--- src/rtl/seq_multiplier.sv ---
// Multi-cycle shift-add multiplier.
// It produces the full 2*WIDTH-bit product of a and b, in unsigned or
// two's-complement mode. Each clock retires STEP bits of the multiplier.
// Handshake: start is accepted in IDLE, busy is high while the operation runs,
// and done is a one-cycle pulse when l_m, r_m and ovf are valid.
module seq_multiplier #(
    parameter int WIDTH = 16,
    parameter int STEP  = 1
) (
    input  logic             clk,
    input  logic             rst,
    input  logic             start,
    input  logic             signed_mode,
    input  logic [WIDTH-1:0] a,
    input  logic [WIDTH-1:0] b,
    output logic             busy,
    output logic             done,
    output logic [WIDTH-1:0] l_m,
    output logic [WIDTH-1:0] r_m,
    output logic             ovf
);

    // Number of RUN cycles, product width and internal field widths.
    localparam int N   = WIDTH / STEP;
    localparam int PW  = 2 * WIDTH;
    localparam int CW  = (N > 1) ? $clog2(N) : 1;
    localparam int SHW = $clog2(PW);

    localparam logic [CW-1:0]    CNT_ONE  = CW'(1'b1);
    localparam logic [CW-1:0]    CNT_LAST = CW'(N - 1);
    localparam logic [PW-1:0]    ACC_ONE  = PW'(1'b1);
    localparam logic [WIDTH-1:0] OP_ONE   = WIDTH'(1'b1);

    // Reject parameter combinations the datapath is not built for.
    generate
        if (!((STEP == 1) || (STEP == 2) || (STEP == 4)) || ((WIDTH % STEP) != 0)) begin : g_bad_param
            $error("seq_multiplier: STEP must be 1, 2 or 4 and must divide WIDTH");
        end
    endgenerate

    typedef enum logic [1:0] {
        S_IDLE = 2'd0,
        S_RUN  = 2'd1,
        S_FIX  = 2'd2
    } state_t;

    // Magnitude of an operand. -2^(WIDTH-1) maps onto 2^(WIDTH-1), which still
    // fits in WIDTH unsigned bits.
    function automatic logic [WIDTH-1:0] f_magnitude(input logic [WIDTH-1:0] v,
                                                     input logic             is_signed);
        logic [WIDTH-1:0] m;
        if (is_signed && v[WIDTH-1]) begin
            m = ~v + OP_ONE;
        end else begin
            m = v;
        end
        return m;
    endfunction

    // Multiplicand times one STEP-bit multiplier digit, built from shifted adds.
    function automatic logic [PW-1:0] f_partial(input logic [WIDTH-1:0] mcand,
                                                input logic [STEP-1:0]  digit);
        logic [PW-1:0] acc;
        acc = '0;
        for (int i = 0; i < STEP; i++) begin
            if (digit[i]) begin
                acc = acc + ({{WIDTH{1'b0}}, mcand} << i);
            end else begin
                acc = acc;
            end
        end
        return acc;
    endfunction

    // Overflow test: the upper half must be zero (unsigned) or a pure
    // sign extension of the lower half (signed).
    function automatic logic f_overflow(input logic [PW-1:0] res,
                                        input logic          is_signed);
        logic o;
        if (is_signed) begin
            o = (res[PW-1:WIDTH] != {WIDTH{res[WIDTH-1]}});
        end else begin
            o = (res[PW-1:WIDTH] != {WIDTH{1'b0}});
        end
        return o;
    endfunction

    state_t           r_state;
    state_t           w_next_state;
    logic [WIDTH-1:0] r_mcand;
    logic [WIDTH-1:0] r_mplier;
    logic             r_neg;
    logic             r_signed;
    logic [PW-1:0]    r_acc;
    logic [CW-1:0]    r_count;
    logic [WIDTH-1:0] r_l_m;
    logic [WIDTH-1:0] r_r_m;
    logic             r_ovf;
    logic             r_done;
    logic             r_busy;

    logic             w_last_step;
    logic [SHW-1:0]   w_shift;
    logic [PW-1:0]    w_partial;
    logic [PW-1:0]    w_addend;
    logic [PW-1:0]    w_result;
    logic             w_ovf;

    assign w_last_step = (r_count == CNT_LAST);

    // State register; an asynchronous reset abandons any operation in flight.
    always_ff @(posedge clk or posedge rst) begin
        if (rst) begin
            r_state <= S_IDLE;
        end else begin
            r_state <= w_next_state;
        end
    end

    // Next state: IDLE -> RUN for N cycles -> FIX for one cycle -> IDLE.
    always_comb begin
        w_next_state = r_state;
        case (r_state)
            S_IDLE: begin
                if (start) begin
                    w_next_state = S_RUN;
                end else begin
                    w_next_state = S_IDLE;
                end
            end
            S_RUN: begin
                if (w_last_step) begin
                    w_next_state = S_FIX;
                end else begin
                    w_next_state = S_RUN;
                end
            end
            S_FIX:   w_next_state = S_IDLE;
            default: w_next_state = S_IDLE;
        endcase
    end

    // Partial product of this cycle, placed at its bit weight count*STEP.
    always_comb begin
        w_shift   = SHW'(r_count) * SHW'(STEP);
        w_partial = f_partial(r_mcand, r_mplier[STEP-1:0]);
        w_addend  = w_partial << w_shift;
    end

    // Sign correction modulo 2^(2*WIDTH). A zero magnitude stays zero, so the
    // sign flag needs no special case for zero operands.
    always_comb begin
        if (r_neg) begin
            w_result = ~r_acc + ACC_ONE;
        end else begin
            w_result = r_acc;
        end
        w_ovf = f_overflow(w_result, r_signed);
    end

    // Operand capture, accumulation, and result/handshake registers.
    // The result registers change only at the FIX edge, so they hold their
    // value while the next operation runs.
    always_ff @(posedge clk or posedge rst) begin
        if (rst) begin
            r_mcand  <= '0;
            r_mplier <= '0;
            r_neg    <= 1'b0;
            r_signed <= 1'b0;
            r_acc    <= '0;
            r_count  <= '0;
            r_l_m    <= '0;
            r_r_m    <= '0;
            r_ovf    <= 1'b0;
            r_done   <= 1'b0;
            r_busy   <= 1'b0;
        end else begin
            r_done <= 1'b0;
            case (r_state)
                S_IDLE: begin
                    if (start) begin
                        r_mcand  <= f_magnitude(a, signed_mode);
                        r_mplier <= f_magnitude(b, signed_mode);
                        r_neg    <= signed_mode & (a[WIDTH-1] ^ b[WIDTH-1]);
                        r_signed <= signed_mode;
                        r_acc    <= '0;
                        r_count  <= '0;
                        r_busy   <= 1'b1;
                    end else begin
                        r_busy   <= 1'b0;
                    end
                end
                S_RUN: begin
                    r_acc    <= r_acc + w_addend;
                    r_mplier <= r_mplier >> STEP;
                    r_count  <= r_count + CNT_ONE;
                    r_busy   <= 1'b1;
                end
                S_FIX: begin
                    r_l_m  <= w_result[WIDTH-1:0];
                    r_r_m  <= w_result[PW-1:WIDTH];
                    r_ovf  <= w_ovf;
                    r_done <= 1'b1;
                    r_busy <= 1'b0;
                end
                default: begin
                    r_busy <= 1'b0;
                end
            endcase
        end
    end

    assign busy = r_busy;
    assign done = r_done;
    assign l_m  = r_l_m;
    assign r_m  = r_r_m;
    assign ovf  = r_ovf;

endmodule

--- config.mk ---
export PLATFORM = sky130hd
export DESIGN_NAME = seq_multiplier
export DESIGN_NICKNAME = d
export VERILOG_FILES = /design/src/rtl/seq_multiplier.sv
export SDC_FILE = /design/constraint.sdc
export NUM_CORES = 1
export LEC_CHECK = 0
export CORE_ASPECT_RATIO = 2
export CORE_MARGIN = 2
export CORE_UTILIZATION = 45
export CTS_BUF_LIST = sky130_fd_sc_hd__clkbuf_4 sky130_fd_sc_hd__clkbuf_8 sky130_fd_sc_hd__clkbuf_16
export DETAILED_ROUTE_END_ITERATION = 12
export PLACE_DENSITY_LB_ADDON = 0.1
export SYNTH_ARGS = -nofsm -noshare
export SYNTH_HDL_FRONTEND = slang
export SYNTH_SLANG_ARGS = --single-unit
--- constraint.sdc ---
create_clock -name clk -period 9.3 [get_ports clk]
set_clock_uncertainty 0.05 [all_clocks]
set_input_delay 1.86 -clock clk [delete_from_list [all_inputs] [get_ports clk]]
set_output_delay 1.86 -clock clk [all_outputs]
set_load 0.005 [all_outputs]
**Yosys cells after proc, flatten, opt, wreduce, memory -nomap -nowiden**

Index checks and enable logic that the tools add are counted.

- Bits in writable memories: 0
- Input bits: 36
- Word-level logic and storage cells: 52
- ROM bits: 0
- Memories kept: 0
- Bits in latches: 0
- Register bits: 107

- Multipliers: 0
- Bitwise logic cells: 5
- $add $sub $neg: 5
- Equality and inequality tests: 5
- Multiplexer cells: 17
- Order comparisons: 0
- Reductions and logical operators: 7
- Div/mod/pow operators: 0
- Shifts and indexed selects: 1

Operator list:

| operator | number |
|---|---|
| $mux 16 | 4 |
| $mux 32 | 2 |
| $pmux 32 s2 | 1 |
| $add 16x1->16 const B | 2 |
| $add 32x1->32 const B | 1 |
| $add 32x32->32 | 1 |
| $not 16->16 | 2 |
| $not 32->32 | 1 |
| $pmux 16 s2 | 1 |
| $shl 32x4->32 | 1 |
| $ne 16x16->1 | 1 |
| $reduce_bool 16->1 | 1 |
| $pmux 4 s2 | 1 |
| $add 4x1->4 const B | 1 |
| $eq 4x4->1 const B | 1 |
| $mux 1 | 4 |
| $mux 4 | 1 |
| $pmux 2 s2 | 1 |
| $reduce_and 2->1 | 2 |
| $eq 2x1->1 const B | 1 |
| $eq 2x2->1 const B | 1 |
| $logic_and 1x1->1 | 2 |
| $logic_not 2->1 | 1 |
| $mux 2 | 1 |
| 5 further kinds | 5 |

**Depth between registers and ports, before layout**

- Depth after elaboration: 5
- Mapped depth: 17

**Worst setup path after synthesis**

Ideal clock, no wire load.

- Path type: reg2reg
- From: reg r_count[0]
- To: reg r_acc[29]
- Required time: 9.128 ns
- Path slack: 4.965 ns
- Period minus slack after synthesis: 4.335 ns
- Stages on the path, launching flop included: 17
- Data arrival time: 4.163 ns
- Cells stage by stage: dfrtp_1 -> clkbuf_1 -> clkbuf_1 -> mux4_2 -> nand2_1 -> nor2_1 -> a31oi_1 -> nor2_1 -> ha_1 -> a2111oi_0 -> o21ai_0 -> nand2_1 -> a21oi_1 -> a21o_1 -> o311a_1 -> or3_1 -> a32o_1

- Word-level cells in the longest chain between the ends: 3

Ends and longest elaborated chain:

| item | RTL line | RTL |
|---|---|---|
| from (decl) | 95 | `logic [CW-1:0] r_count;` |
| from (signal assigned) | 196 | `r_count <= r_count + CNT_ONE;` |
| $shl 32x4->32 | 147 | `w_addend = w_partial << w_shift;` |
| $add 32x32->32 | 194 | `r_acc <= r_acc + w_addend;` |
| $pmux 32 s2 | 179 | `case (r_state)` |
| to (signal assigned) | 194 |  |
| to (decl) | 94 | `logic [PW-1:0] r_acc;` |

Every way passes these cells.
A chain may end at the register's enable or synchronous reset.

**Final worst setup path**

Ends and elaborated chain as after synthesis.

==> impl_metrics.csv <==
group,metric,value,unit
yosys,synth_top_family_by_area,"compound AO/OA/AOI/OAI gates",
critical_path,required,9.50,ns
power,peakVddDrop,107,µV
detailed_routing,drt_wl_total,18600,µm
critical_path,crit_fanout,26,
yosys,syn_inst,927,
power,p_leak,3.72,nW
yosys,ys_types,62,
critical_path,reg2reg_slack,4.55,ns
floorplanning,initial_utilization,45.4,%
clock_tree,postCtsSetupBuffers,0,
yosys,synth_top_flop_cell,"dfrtp_1",
floorplanning,die_x,96.9,µm
grt,grt_pass1_vias,6408,
place,gp_congestion,0.917,
power,powerDensity,316,nW/µm²
layout,fin_cells,1177,
clock_tree,cts_sinks,107,
status,status,"complete, no violations",
place,place_inst,1161,
yosys,synth_compound_area_share,23.3,%
yosys,synthAdderAreaFrac,6.55,%
detailed_routing,detail-route-antenna-nets,0,
clock_tree,path_clk_slew,0.08,ns
timing,fmax,211,MHz
layout,fin_nets,1038,
critical_path,cp-end-kind,"flip-flop",
floorplanning,die-area,18400,µm²
critical_path,start_kind,"flip-flop",
timing,slew_headroom,18.2,%
yosys,yosysWarnings,0,
grt,grt_max_degree,67,
clock_tree,htree_num_levels,3,
layout,antenna_cells,0,
yosys,synthSimpleGateAreaFrac,17.8,%
yosys,async_reset_ff_share,100,%
critical_path,crit_type,"reg -> reg",
place,dp_hpwl,14300,µm
yosys,syn_nets,1003,
yosys,seq_area_frac_synth,34.5,%
yosys,post_synth.cell_area_avg,8.37,µm²
yosys,muxShareOfSynthArea,4.71,%
critical_path,cp.arrival,4.95,ns
timing,period_needed,4.75,ns
timing,drv_slew,0,
min_path,hold_path.class,"reg -> reg",
timing,fin_crit_sh,51.1,%
detailed_routing,firstDrtPassIters,5,
yosys,synth-edff-count,0,
timing,tightest_slew,1.22,ns
floorplanning,fp.dieH,190,µm
job,maxCapViolCount,0,
floorplanning,rows,68,
place,io_buffer_count,70,
detailed_routing,vias,6773,
clock_tree,cts_made_buffers,9,
detailed_routing,drc,0,
clock_tree,clock_latency,0.37,ns
yosys,synth-xor-area-share,9.14,%
layout,drive_gt1_share,4.96,%
timing,finalHoldViolations,0,
grt,grt_pass1_wl,31600,µm
floorplanning,core,17100,µm²
timing,setup_viol,0,
layout,syn2layout_area_growth,14.5,%
detailed_routing,wl_per_cell,15.8,µm
timing,rsz0062_at_grt,"false",
grt,grt.overflow.total,0,
timing,fin_setup_tns,0,ns
clock_tree,cts_tree,"yes",
grt,antenna_found_initial,0,
yosys,synth_area,7760,µm²
clock_tree,cts_resized,0,
clock_tree,hold_buffers,0,
clock_tree,cts_root_buf,"clkbuf_16",
clock_tree,cts_buffer_depth,2,
detailed_routing,drt_iter0_markers,306,
yosys,synth-seq-cells,107,
detailed_routing,post_drt_via_cell_ratio,5.75,
grt,grt.total_usage,20.8,%
floorplanning,ioPinCount,71,
cells in the final DEF, fill, tap and decap left out, types with 7 or more instances in the layout:
cell               n
nor3_1            18
o21bai_1          10
inv_1             26
ha_1              39
nor2_1            55
mux4_2            10
a31oi_1           12
and2_1             7
clkdlybuf4s50_1   70
o21ai_0          126
xor2_1            52
nor2b_1            9
or3_1             14
nand2_1          139
o22ai_1           14
nand3_1           19
nand4_1           10
a22oi_1           11
a21o_1             8
o41ai_1           10
a21oi_1           43
clkbuf_16          9
dfrtp_1          107
o31ai_1           14
mux2i_1            8
xnor2_1           29
per-stage QoR:
step	hold WS [ns]	cell area, µm²	power [mW]	worst slack [ns]	utilization [%]
after detailed placement	0.419	8570	2.41	4.59	50.1
final	0.427	8890	2.81	4.55	52.0
after global placement	0.412	8570	2.38	4.77	50.1
after floorplan	0.416	7760	2.01	4.57	-
after global routing	0.452	8890	3.07	4.16	52.0
after CTS	0.435	8890	2.82	4.58	52.0
worst paths after layout:
check	start	endpoint	cells after the start
worst max-delay path	r_count[0]$_DFFE_PP0P_	r_acc[29]$_DFFE_PP0P_	14
worst min-delay path	l_m[9]$_DFFE_PP0P_	l_m[9]$_DFFE_PP0P_	2
worst max register to register	r_count[0]$_DFFE_PP0P_	r_acc[29]$_DFFE_PP0P_	14
worst min register to register	l_m[9]$_DFFE_PP0P_	l_m[9]$_DFFE_PP0P_	2
max in group asynchronous	rst	done$_DFF_PP0_	3
min in group asynchronous	rst	busy$_DFF_PP0_	2
worst max-delay path: stages (launching register included):
cell	delay (ns)
dfrtp_1	0.99
mux4_2	0.61
nand2_1	0.12
nor2_1	0.05
a31oi_1	0.23
nor2_1	0.08
ha_1	0.39
a2111oi_0	0.41
o21ai_0	0.24
nand2_1	0.11
a21oi_1	0.15
a21o_1	0.28
o311a_1	0.36
or3_1	0.31
a32o_1	0.26
metal layers:
metal / global-route usage [%] / up-vias / wire [µm]
met1: 25.4 / 3181 / 8060
met3: 2.13 / 28 / 488
met2: 37.0 / 126 / 9490
li1: - / 3438 / -
met4: 8.88 / 0 / 556
met5: 0 / - / 0
where the power goes:
group	leakage (nW)	switching (mW)	internal (mW)
Combinational	2.33	0.859	0.677
Sequential	1.25	0.240	0.630
Clock	0.147	0.183	0.219
cell families after synthesis:
| family | Yosys count |
|---|---|
| flops | 107 |
| mux | 23 |
| simple gates | 301 |
| xor+xnor | 81 |
| buf+inv | 81 |
| compound gates | 294 |
| fa+ha+maj | 40 |
synthesized netlist by cell type (7+ instances only):
master / count / area share (%)
inv_1: 27 / 1.3
nand4_1: 10 / 0.81
a21o_1: 8 / 0.77
dfrtp_1: 107 / 34
a22oi_1: 11 / 1.1
o21bai_1: 10 / 0.97
nor2_1: 55 / 2.7
ha_1: 39 / 6.3
mux2i_1: 8 / 1.0
o21ai_0: 126 / 8.1
nor2b_1: 9 / 0.73
xnor2_1: 29 / 3.3
nor3_1: 18 / 1.2
o41ai_1: 10 / 1.1
and2_1: 7 / 0.56
xor2_1: 52 / 5.9
nand3_1: 19 / 1.2
o22ai_1: 14 / 1.1
a31oi_1: 12 / 0.97
mux4_2: 10 / 2.9
clkbuf_1: 48 / 2.3
or3_1: 14 / 1.1
nand2_1: 140 / 6.8
a21oi_1: 43 / 2.8
o31ai_1: 14 / 1.4
state kept, by name, indices dropped and copies added, names as in the netlist, 2 cells and up:
register / cells
r_acc: 32
l_m: 16
r_m: 16
r_mcand: 16
r_mplier: 16
r_count: 4
r_state: 2
cell type report:
cell class / count / area (µm²)
multi-input combinational: 739 / 4780
sequential: 107 / 2680
fill: 1605 / 8210
clock inverter: 6 / 73.8
timing repair buffer: 76 / 746
tap: 210 / 263
clock buffer: 10 / 239
inverter: 29 / 111
(Power assumes the default switching activity.)
